==> src/rtl/lenet_5_pkg.sv <==
// lenet_5_pkg: shared constants and types for the lenet_5 output stage
package lenet_5_pkg;
  localparam int NUM_CLASSES = 10;
  localparam int DATA_WIDTH = 16;
  localparam int LABEL_WIDTH = $clog2(NUM_CLASSES);
  typedef logic signed [DATA_WIDTH-1:0] score_t;
  typedef enum logic [1:0] {SCAN, EMIT, DONE} state_t;
endpackage

==> src/rtl/lenet_5_argmax_scorer_argmax_tracker.sv <==
// argmax_tracker: running signed maximum and its class index over one image
module argmax_tracker #(
  parameter int NUM_CLASSES = 10,
  parameter int DATA_WIDTH = 16,
  parameter int LABEL_WIDTH = $clog2(NUM_CLASSES)
) (
  input  logic                         clock,
  input  logic                         reset,
  input  logic                         accept,
  input  logic signed [DATA_WIDTH-1:0] score,
  output logic                         first,
  output logic                         last,
  output logic [LABEL_WIDTH-1:0]       next_argmax
);
  logic [LABEL_WIDTH-1:0] index, argmax;
  logic signed [DATA_WIDTH-1:0] max;
  logic greater;
  assign first = index == '0;
  assign last = index == LABEL_WIDTH'(NUM_CLASSES - 1);
  assign greater = score > max;
  // strict compare: ties keep the earlier class
  assign next_argmax = first ? '0 : greater ? index : argmax;
  always_ff @(posedge clock or posedge reset) begin
    if (reset) begin
      index <= '0;
      max <= '0;
      argmax <= '0;
    end else if (accept) begin
      max <= (first || greater) ? score : max;
      argmax <= next_argmax;
      index <= last ? '0 : index + 1'b1;
    end
  end
endmodule

==> src/rtl/lenet_5_argmax_scorer.sv <==
// lenet_5_argmax_scorer: per-image arg-max, label check and running accuracy counts
module lenet_5_argmax_scorer import lenet_5_pkg::*; #(
  parameter int NUM_CLASSES = lenet_5_pkg::NUM_CLASSES,
  parameter int DATA_WIDTH = lenet_5_pkg::DATA_WIDTH,
  parameter int NUM_IMAGES = 10_000,
  parameter int LABEL_WIDTH = $clog2(NUM_CLASSES),
  parameter int COUNT_WIDTH = $clog2(NUM_IMAGES + 1)
) (
  input  logic                         clock,
  input  logic                         reset,
  input  logic                         enable,
  input  logic                         score_valid,
  input  logic signed [DATA_WIDTH-1:0] score,
  output logic                         score_ready,
  input  logic [LABEL_WIDTH-1:0]       label,
  output logic [LABEL_WIDTH-1:0]       prediction,
  output logic                         prediction_correct,
  output logic                         prediction_valid,
  output logic [COUNT_WIDTH-1:0]       image_count,
  output logic [COUNT_WIDTH-1:0]       correct_count,
  output logic                         output_ready
);
  state_t state;
  logic accept, first, last, hit;
  logic [LABEL_WIDTH-1:0] next_argmax, label_reg;
  logic [COUNT_WIDTH-1:0] next_count;
  assign score_ready = enable && state == SCAN;
  assign accept = score_valid && score_ready;
  assign hit = next_argmax == label_reg;
  assign next_count = image_count + 1'b1;
  argmax_tracker #(
    .NUM_CLASSES(NUM_CLASSES),
    .DATA_WIDTH(DATA_WIDTH),
    .LABEL_WIDTH(LABEL_WIDTH)
  ) u_tracker (
    .clock(clock),
    .reset(reset),
    .accept(accept),
    .score(score),
    .first(first),
    .last(last),
    .next_argmax(next_argmax)
  );
  // results are registered on the final accept so they are all visible during EMIT
  always_ff @(posedge clock or posedge reset) begin
    if (reset) begin
      state <= SCAN;
      label_reg <= '0;
      prediction <= '0;
      prediction_correct <= 1'b0;
      prediction_valid <= 1'b0;
      image_count <= '0;
      correct_count <= '0;
      output_ready <= 1'b0;
    end else begin
      prediction_valid <= 1'b0;
      case (state)
        SCAN: begin
          if (accept && first) label_reg <= label;
          if (accept && last) begin
            state <= EMIT;
            prediction_valid <= 1'b1;
            prediction <= next_argmax;
            prediction_correct <= hit;
            image_count <= next_count;
            correct_count <= correct_count + COUNT_WIDTH'(hit);
            output_ready <= next_count == COUNT_WIDTH'(NUM_IMAGES);
          end
        end
        EMIT: state <= output_ready ? DONE : SCAN;
        default: ;
      endcase
    end
  end
endmodule

==> config.mk <==
export PLATFORM = sky130hd
export DESIGN_NAME = lenet_5_argmax_scorer
export DESIGN_NICKNAME = d
export VERILOG_FILES = /design/src/rtl/lenet_5_pkg.sv /design/src/rtl/lenet_5_argmax_scorer_argmax_tracker.sv /design/src/rtl/lenet_5_argmax_scorer.sv
export SDC_FILE = /design/constraint.sdc
export NUM_CORES = 1
export LEC_CHECK = 0
export ABC_AREA = 1
export CORE_ASPECT_RATIO = 0.5
export CORE_MARGIN = 2
export CORE_UTILIZATION = 55
export CTS_BUF_LIST = sky130_fd_sc_hd__clkbuf_2 sky130_fd_sc_hd__clkbuf_4 sky130_fd_sc_hd__clkbuf_8
export DETAILED_ROUTE_END_ITERATION = 6
export PLACE_DENSITY = 0.83
export SLEW_MARGIN = 5
export SYNTH_ARGS = -nofsm -noshare
export SYNTH_HDL_FRONTEND = slang
export SYNTH_SLANG_ARGS = --single-unit
==> constraint.sdc <==
create_clock -name clock -period 3.95 [get_ports clock]
set_input_delay 0.5925 -clock clock [delete_from_list [all_inputs] [get_ports clock]]
set_output_delay 0.5925 -clock clock [all_outputs]
set_load 0.01 [all_outputs]
# --- Word-level counts from Yosys, hierarchy flattened ---
# Cells that the tools add are included.
classes:
  eq_ne: 5
  addsub: 3
  reduce_logical: 12
  magnitude_cmp: 1
  n_mux: 8
op_table:
  columns: ["cell", "n"]
  rows:
  - ["16-bit greater-than comparator", 1]
  - ["14-bit by 1-bit adder with 14-bit output", 1]
  - ["14-bit by 1-bit adder with 14-bit output (second input constant)", 1]
  - ["14-bit equality test (second input constant)", 1]
  - ["4-bit 2-to-1 mux", 3]
  - ["2-bit AND reduction", 4]
  - ["4-bit by 1-bit adder with 4-bit output (second input constant)", 1]
  - ["4-bit equality test", 1]
  - ["4-bit equality test (second input constant)", 1]
  - ["1-bit logical AND", 4]
  - ["4-bit zero test", 1]
  - ["2-bit 2-to-1 mux", 2]
  - ["2-bit case mux with 2 select lines", 1]
  - ["2-bit by 1-bit equality test with 1-bit output (second input constant)", 1]
  - ["2-bit zero test", 1]
  - ["1-bit 2-to-1 mux", 2]
  - ["2-bit by 1-bit != test with 1-bit output (second input constant)", 1]
  - ["2-bit nonzero test", 1]
  - ["1-bit logical OR", 1]
totals:
  out_inout_bits: 36
  in_bits: 24
  regBits: 65

# --- Logic depth before layout (Yosys ltp) ---
# Gate-level depths: netlist of the first run.
logic_depth:
  depth_word: 6
  depth_mapped: 28
  depth_no_buf: 28

# --- Hierarchy ---
# From an unflattened synthesis of the first run, not the netlist that was laid out.
hier_totals:
  cells_unflattened: 458
  hier_area_um2: 3739.8
modules_own_cells:
  columns: ["module", "seq_area_each_um2", "instances", "cells_each", "area_each_um2"]
  rows:
  - ["lenet_5_argmax_scorer", 1026.0, 1, 258, 2128.3]
  - ["argmax_tracker", 600.6, 1, 200, 1611.5]

# --- Least setup slack after synthesis of the first run ---
# Ideal clock, no wire load.
synth_path:
  path_kind: "in2reg"
  from: "in score[7]"
  to: "reg correct_count[12]"
  required_time_ns: 3.825
  path_slack_ns: 0.487
  cell_stages: 25
  t_arrival_ns: 3.337
  n_path_buf: 0
  path_cell_list: "ha_1 nand2_1 nor2_2 o21ai_0 nand3_1 nand2_1 nand2_1 nand2_1 nand3_1 nand2_1 nand2_1 nand2_1 nand2_1 nand2_1 nor3_1 ha_1 ha_1 inv_1 nor3_1 nand2_2 nor2_4 nand4_4 nor3_4 nand3_1 xnor2_1"
synth_via:
  elab_chain_len: 5
synth_lines:
  columns: ["item", "line_no", "text"]
  rows:
  - ["start, declared", "lenet_5_argmax_scorer.sv:13", "input logic signed [DATA_WIDTH-1:0] score,"]
  - ["16-bit greater-than comparator", "lenet_5_argmax_scorer_argmax_tracker.sv:20", "assign greater = score > max;"]
  - ["4-bit 2-to-1 mux (2 in a row)", "lenet_5_argmax_scorer_argmax_tracker.sv:22", "assign next_argmax = first ? '0 : greater ? index : argmax;"]
  - ["4-bit equality test", "lenet_5_argmax_scorer.sv:29", "assign hit = next_argmax == label_reg;"]
  - ["named net hit", "lenet_5_argmax_scorer.sv:24", "logic accept, first, last, hit;"]
  - ["14-bit by 1-bit adder with 14-bit output", "lenet_5_argmax_scorer.sv:66", "correct_count <= correct_count + COUNT_WIDTH'(hit);"]
  - ["end signal, assigned", "lenet_5_argmax_scorer.sv:66", null]
  - ["end, declared", "lenet_5_argmax_scorer.sv:20", "output logic [COUNT_WIDTH-1:0] correct_count,"]
# The timed path passes the listed nets, and every way through them passes these cells.
# A chain may end at the register's enable or synchronous reset.

# --- Worst setup path in the final report of the first run ---
layout_path:
  from: "in score[9]"
  to: "reg correct_count[10]"
# The elaborated chain is that of the path after synthesis.

==> flow_summary.json, run 1 <==
{
  "fp.coreArea_um2": 6081,
  "vias": 2980,
  "critPathKind": "in2reg",
  "ir_worst_vdd_v": 0.0004168,
  "cts_buffers": 9,
  "grt_pass1_vias": 2753,
  "drc": 0,
  "synthFlopType": "dfrtp_1",
  "reg_top3": "u_tracker.max: 16 flops, correct_count: 14 flops, image_count: 14 flops",
  "routabilityCongestion": 0.8592,
  "syn_avg_cell_area_um2": 8.265,
  "antenna_left": 0,
  "io_pins": 60,
  "port_buffers": 59,
  "ys_seq_area_share_pct": 46.75,
  "grt_max_degree": 34,
  "synth_edf_count": 0,
  "placementRows": 20,
  "die_h_um": 60.25,
  "end_kind": "flop",
  "rr_worst_depth": 25,
  "clock_path_buffers": 2,
  "m1WireLength_mm": 3.329,
  "drt_wl_total_mm": 7.431,
  "drv_slew": 0,
  "start_util_pct": 57.22,
  "wl_met3_um": 309,
  "critPathLaunchType": "input pin",
  "grt_pass1_wl_mm": 12.23,
  "yosysWarnings": 0,
  "p_leak_nw": 2.350,
  "htreeDepth": 3,
  "largest_reg_flops": 16,
  "synth_fp_nets": 464,
  "hp-class": "reg2reg",
  "regMostFlops": "u_tracker.max",
  "fin_nets": 545,
  "place_inst": 576,
  "fin_area_um2": 4695,
  "met2_length_mm": 3.642,
  "ff2ff_setup_slack_ns": 0.37,
  "fin_skew_ns": 0.005942,
  "slew_headroom_pct": 63.94,
  "finalSetupViolations": 0,
  "clk_pin_slew_ns": 0.07,
  "dp_hpwl_mm": 5.165,
  "die_w_um": 116.5,
  "crit_path_start": "score[9]",
  "tightest_slew_ns": 0.5360,
  "arrival_ns": 4.07,
  "outcome": "completed",
  "antenna_cells": 0,
  "firstDrtPassIters": 4,
  "grt_util_all_layers_pct": 23.22,
  "fin_cells": 595,
  "antenna_found_initial": 0,
  "power_density_nw_per_um2": 603.5,
  "timing.final.crit_share_pct": 95.97,
  "placed_cell_area_um2": 4267,
  "syn_area_um2": 3480,
  "cts.sinks": 65,
  "required_ns": 4.23,
  "area.growth.synth_to_final_pct": 34.92,
  "whs_path_depth": 1,
  "hold_viol_final": 0,
  "hold_buffers": 0,
  "clock-root-buffer": "clkbuf_8",
  "tritoncts": "done",
  "num-fill-cells": 453,
  "die-area_um2": 7018,
  "r2r_start": "u_tracker.max[7]",
  "drt_iter0_drc": 161,
  "insertion_delay_ns": 0.36,
  "power_mw": 2.833,
  "ys_ff_latch": 65,
  "grt_overflow_total": 0,
  "ys_async_sr_fraction_pct": 100.0,
  "synth_cells": 421,
  "finalHoldWorstSlack_ns": 0.4724,
  "layout_setup_ws_ns": 0.1591,
  "via_per_inst": 5.008,
  "period_needed_ns": 3.791,
  "ys_types": 31,
  "drive_gt1_share_pct": 16.37,
  "top_layer": "met4",
  "cp_max_fo": 7,
  "hp-start": "correct_count[13]",
  "wl_per_cell_um": 12.49,
  "max_cap_violations": 0,
  "fmax_mhz": 263.8,
  "pre_cts_slack_ns": -0.3857
}
placed cells by master (no fill, tap or decap), types with 3 or more instances in the layout:
cell type | netlist | routed
xor2_1 | 12 | 12
o21ai_0 | 36 | 35
nor3_1 | 7 | 5
inv_1 | 62 | 59
dlymetal6s2s_1 | 0 | 8
nand4_1 | 4 | 4
clkbuf_8 | 0 | 10
nand2_1 | 103 | 93
nand3_2 | 2 | 7
nand2_2 | 2 | 10
nand3_1 | 29 | 23
inv_2 | 0 | 3
nor4_1 | 3 | 3
xnor2_1 | 9 | 8
nor2_1 | 29 | 28
ha_4 | 0 | 6
clkdlybuf4s50_1 | 0 | 51
clkinv_2 | 2 | 4
dfrtp_1 | 65 | 65
clkbuf_4 | 0 | 3
a21oi_1 | 14 | 13
buf_4 | 0 | 19
ha_1 | 19 | 12
worst max-delay path, cell delays in order:
cell             delay [ns]
clkdlybuf4s50_1        0.53
ha_4                   0.22
nand2_1                0.06
nand2_1                0.05
nand2_1                0.05
nand2_1                0.05
nand2_1                0.05
nand2_1                0.08
inv_2                  0.08
nand2_2                0.07
nand2_2                0.09
nand3_4                0.14
nand2_1                0.10
nand3_1                0.08
nand2_1                0.09
nand2_2                0.06
nor3_2                 0.20
ha_2                   0.24
ha_4                   0.14
inv_2                  0.04
nor3_4                 0.18
nand2_2                0.09
nor2_4                 0.16
nand4_4                0.10
nor3_4                 0.22
buf_4                  0.14
xor2_1                 0.15
per-stage QoR:
step	TNS, ns	util [%]
floorplan	0	-
global placement	-0.2314	70.16
detailed placement	-1.271	70.16
CTS	0	73.54
global route	-0.02980	77.20
finish	0	77.20
layer usage:
layer / GRT usage [%] / up-vias
li1: - / 1500
met2: 38.95 / 47
met1: 28.55 / 1418
met5: 0 / -
met3: 7.708 / 15
met4: 8.333 / 0
cell families after synthesis:
family                     synth area share (%)
AOI/OAI and AO/OA                         8.486
adders and majority gates                 6.832
DFF                                       46.75
and+or+nand+nor                           24.70
xor gates and xnor gates                  5.286
buffers and inverters                     7.947
power breakdown:
part / switching, mW / internal, mW / leakage, nW / total [mW]
clock: 0.257 / 0.328 / 0.108 / 0.585
combinational: 0.702 / 0.555 / 1.42 / 1.26
sequential: 0.125 / 0.867 / 0.825 / 0.991
total: 1.08 / 1.75 / 2.35 / 2.83
path summary, 6_finish.rpt:
path	end
worst max-delay path	correct_count[10]
worst min-delay path	correct_count[13]
worst max register to register	correct_count[10]
worst min register to register	correct_count[13]
max in group asynchronous	u_tracker.max[10]
min in group asynchronous	output_ready
Yosys cell counts (all sizes together) (3+ instances only):
master | number | area, um2
nor2 | 31 | 126.4
xnor2 | 9 | 78.83
nor3 | 9 | 61.31
ha | 19 | 237.7
nand3 | 32 | 182.7
o21ai | 39 | 202.7
nand4 | 5 | 46.29
nand2 | 105 | 399.1
dfrtp | 65 | 1627
clkbuf | 6 | 23.77
xor2 | 12 | 105.1
inv | 62 | 232.7
nor4 | 3 | 18.77
a21oi | 14 | 70.07
timing repair:
item | in CTS | in global routing
resized for setup | 1 | 44
endpoints found under the setup margin | 1 | 9
setup buffers | 0 | 3
pin swaps | 0 | 27
final cells by class:
class                   instances  area, um2  area share, %
clock buffers                  13      160.2          3.412
clock inverters                 3      40.04         0.8529
inverters                      64      242.7          5.171
repair buffers                 78      753.2          16.04
flip-flops and latches         65       1627          34.65
well taps                      88      110.1          2.345
multi-input cells             284       1762          37.53
No activity file was read; power rests on OpenSTA's default activity.
==> run 2: changes to the inputs <==
MAX_ROUTING_LAYER = met4   (was unset)
==> results of run 2 <==
Same layout as run 1: the final DEF is identical, and so are final timing and power.
Among the figures that moved: final weighted congestion in routability-driven placement 0.8592 -> 0.8730; overall routing resource usage 23.22% -> 23.94%; violation count after the first detailed-route iteration 161 -> 157
==> run 3: changes to the inputs <==
CORE_UTILIZATION = 59   (was 55)
PLACE_DENSITY = 0.88   (was 0.83)
clock period = 4.7 ns   (was 3.95 ns; I/O delays follow)
==> run 3 against run 2 <==
  * Cell area decreased by 7.5%
  * Sequential share of layout area grew 2.8 points
  * Count of clock-buffer cells in the layout is the same
  * Power is 23% lower
  * Critical path type unchanged
  * Global-route usage rose by 0.69 points
==> flow_summary.json, run 3 (synthesis results as in run 1) <==
{
  "outcome": "completed",
  "clk_pin_slew_ns": 0.07,
  "vias": 2937,
  "io_pins": 60,
  "drv_slew": 0,
  "critPathKind": "in2reg",
  "start_util_pct": 62.28,
  "grt_pass1_vias": 2870,
  "r2r_end": "correct_count[12]",
  "drive_gt1_share_pct": 7.347,
  "hp-class": "reg2reg",
  "end_kind": "flop",
  "routabilityCongestion": 0.8594,
  "finalSetupViolations": 0,
  "required_ns": 4.94,
  "insertion_delay_ns": 0.35,
  "crit_path_start": "score[7]",
  "placementRows": 19,
  "cts.sinks": 65,
  "critPathLaunchType": "input pin",
  "hp-start": "u_tracker.argmax[3]",
  "wl_per_cell_um": 12.64,
  "grt_max_degree": 44,
  "via_per_inst": 5.217,
  "clock-root-buffer": "clkbuf_8",
  "antenna_cells": 0,
  "cts_buffers": 9,
  "post-route-util_pct": 77.74,
  "htreeDepth": 3,
  "regMostFlops": "u_tracker.max",
  "worstHoldEndpoint": "u_tracker.argmax[3]",
  "cp_common_cell": "nand2_1",
  "fin_cells": 563,
  "tritoncts": "done",
  "grt_util_all_layers_pct": 24.63,
  "critPathMaxStageDelay_ns": 0.43,
  "period_needed_ns": 4.254,
  "cp_max_fo": 7,
  "die-area_um2": 6565,
  "pre_cts_slack_ns": 0.1712,
  "crit_slowest_cell": "clkdlybuf4s50_1",
  "dp_hpwl_mm": 5.034,
  "grt_overflow_total": 0,
  "rr_worst_depth": 26,
  "hold_buffers": 0,
  "mostFrequentLayoutCell": "nand2_1",
  "clock_path_buffers": 2,
  "area.growth.synth_to_final_pct": 24.81,
  "r2r_start": "u_tracker.max[7]",
  "layout_setup_ws_ns": 0.4461,
  "grt_pass1_wl_mm": 12.08,
  "drt_wl_total_mm": 7.114,
  "ir_worst_vdd_v": 0.0003451,
  "p_leak_nw": 2.147,
  "layout_common_cells": "nand2_1, dfrtp_1, inv_1",
  "firstDrtPassIters": 5,
  "arrival_ns": 4.49,
  "cts_resized": 0,
  "power_density_nw_per_um2": 503.3,
  "hold_viol_final": 0,
  "die_w_um": 112.6,
  "antenna_left": 0,
  "max_cap_violations": 0,
  "finalHoldWorstSlack_ns": 0.4921,
  "antenna_found_initial": 0,
  "drc": 0,
  "fin_nets": 528,
  "place_inst": 547,
  "final.setup.tns_ns": 0,
  "largest_reg_flops": 16,
  "post_cts_buffers": 0,
  "reg_top3": "u_tracker.max: 16 flops, correct_count: 14 flops, image_count: 14 flops",
  "tightest_slew_ns": 0.5434,
  "rsz0062_at_grt": "false",
  "ff2ff_setup_slack_ns": 0.87,
  "timing.final.crit_share_pct": 90.51,
  "whs_path_depth": 2,
  "fin_skew_ns": 0.004534,
  "drt_iter0_drc": 202,
  "port_buffers": 59,
  "fp.coreArea_um2": 5587,
  "slew_headroom_pct": 63.78,
  "die_h_um": 58.31,
  "fmax_mhz": 235.1
}
run 3: cell types whose count changed in the layout (fill, tap and decap cells not counted), moves of 6 or more:
cell	previous run	this run
nand3_1	23	29
buf_4	19	2
ha_4	6	0
clkdlybuf4s50_1	51	59
dlymetal6s2s_1	8	0
nand2_2	10	2
ha_1	12	19
nand2_1	93	103
run 3: worst max-delay path by stage:
stage,end,slack [ns],cells after the start
after global routing,correct_count[12],0.03,26
after CTS,correct_count[12],0.47,26
after detailed placement,correct_count[12],0.17,26
final,correct_count[12],0.45,26
after floorplan,correct_count[12],1.12,25
after global placement,correct_count[12],0.45,26
run 3: report_power, final:
group / switching, mW / leakage, nW / internal (mW)
Clock: 0.212 / 0.108 / 0.276
Sequential: 0.103 / 0.825 / 0.728
Combinational: 0.511 / 1.21 / 0.355
Total: 0.826 / 2.15 / 1.36
run 3: layer usage:
| layer | vias to the layer above | wire length (um) | GRT usage [%] |
|---|---|---|---|
| met5 | - | 0 | - |
| li1 | 1467 | - | - |
| met2 | 90 | 3467 | 42.17 |
| met3 | 12 | 376 | 7.415 |
| met4 | 0 | 108 | 9.582 |
| met1 | 1368 | 3162 | 27.97 |
run 3: final cells by class:
type | count | area [um2]
sequential | 65 | 1627
clock inverter | 3 | 40.04
timing repair buffer | 61 | 605.6
multi-input combinational | 284 | 1577
tap | 73 | 91.34
fill | 399 | 1244
inverter | 64 | 242.7
clock buffer | 13 | 160.2
run 3: per-stage QoR:
stage	cell area [um2]	total power, mW
6_report	4343	2.186
5_1_grt	4343	2.358
4_1_cts	4343	2.190
3_5_place_dp	4143	1.695
3_3_place_gp	4143	1.653
2_1_floorplan	3480	1.411
run 3: critical path, delay by kind of cell:
family                   cells  cell delay, ns
AND/OR/NAND/NOR             19            2.31
adder cells (fa/ha/maj)      3            0.71
buffers and inverters        2            0.49
XOR/XNOR                     1            0.15
AO/OA/AOI/OAI                1            0.11
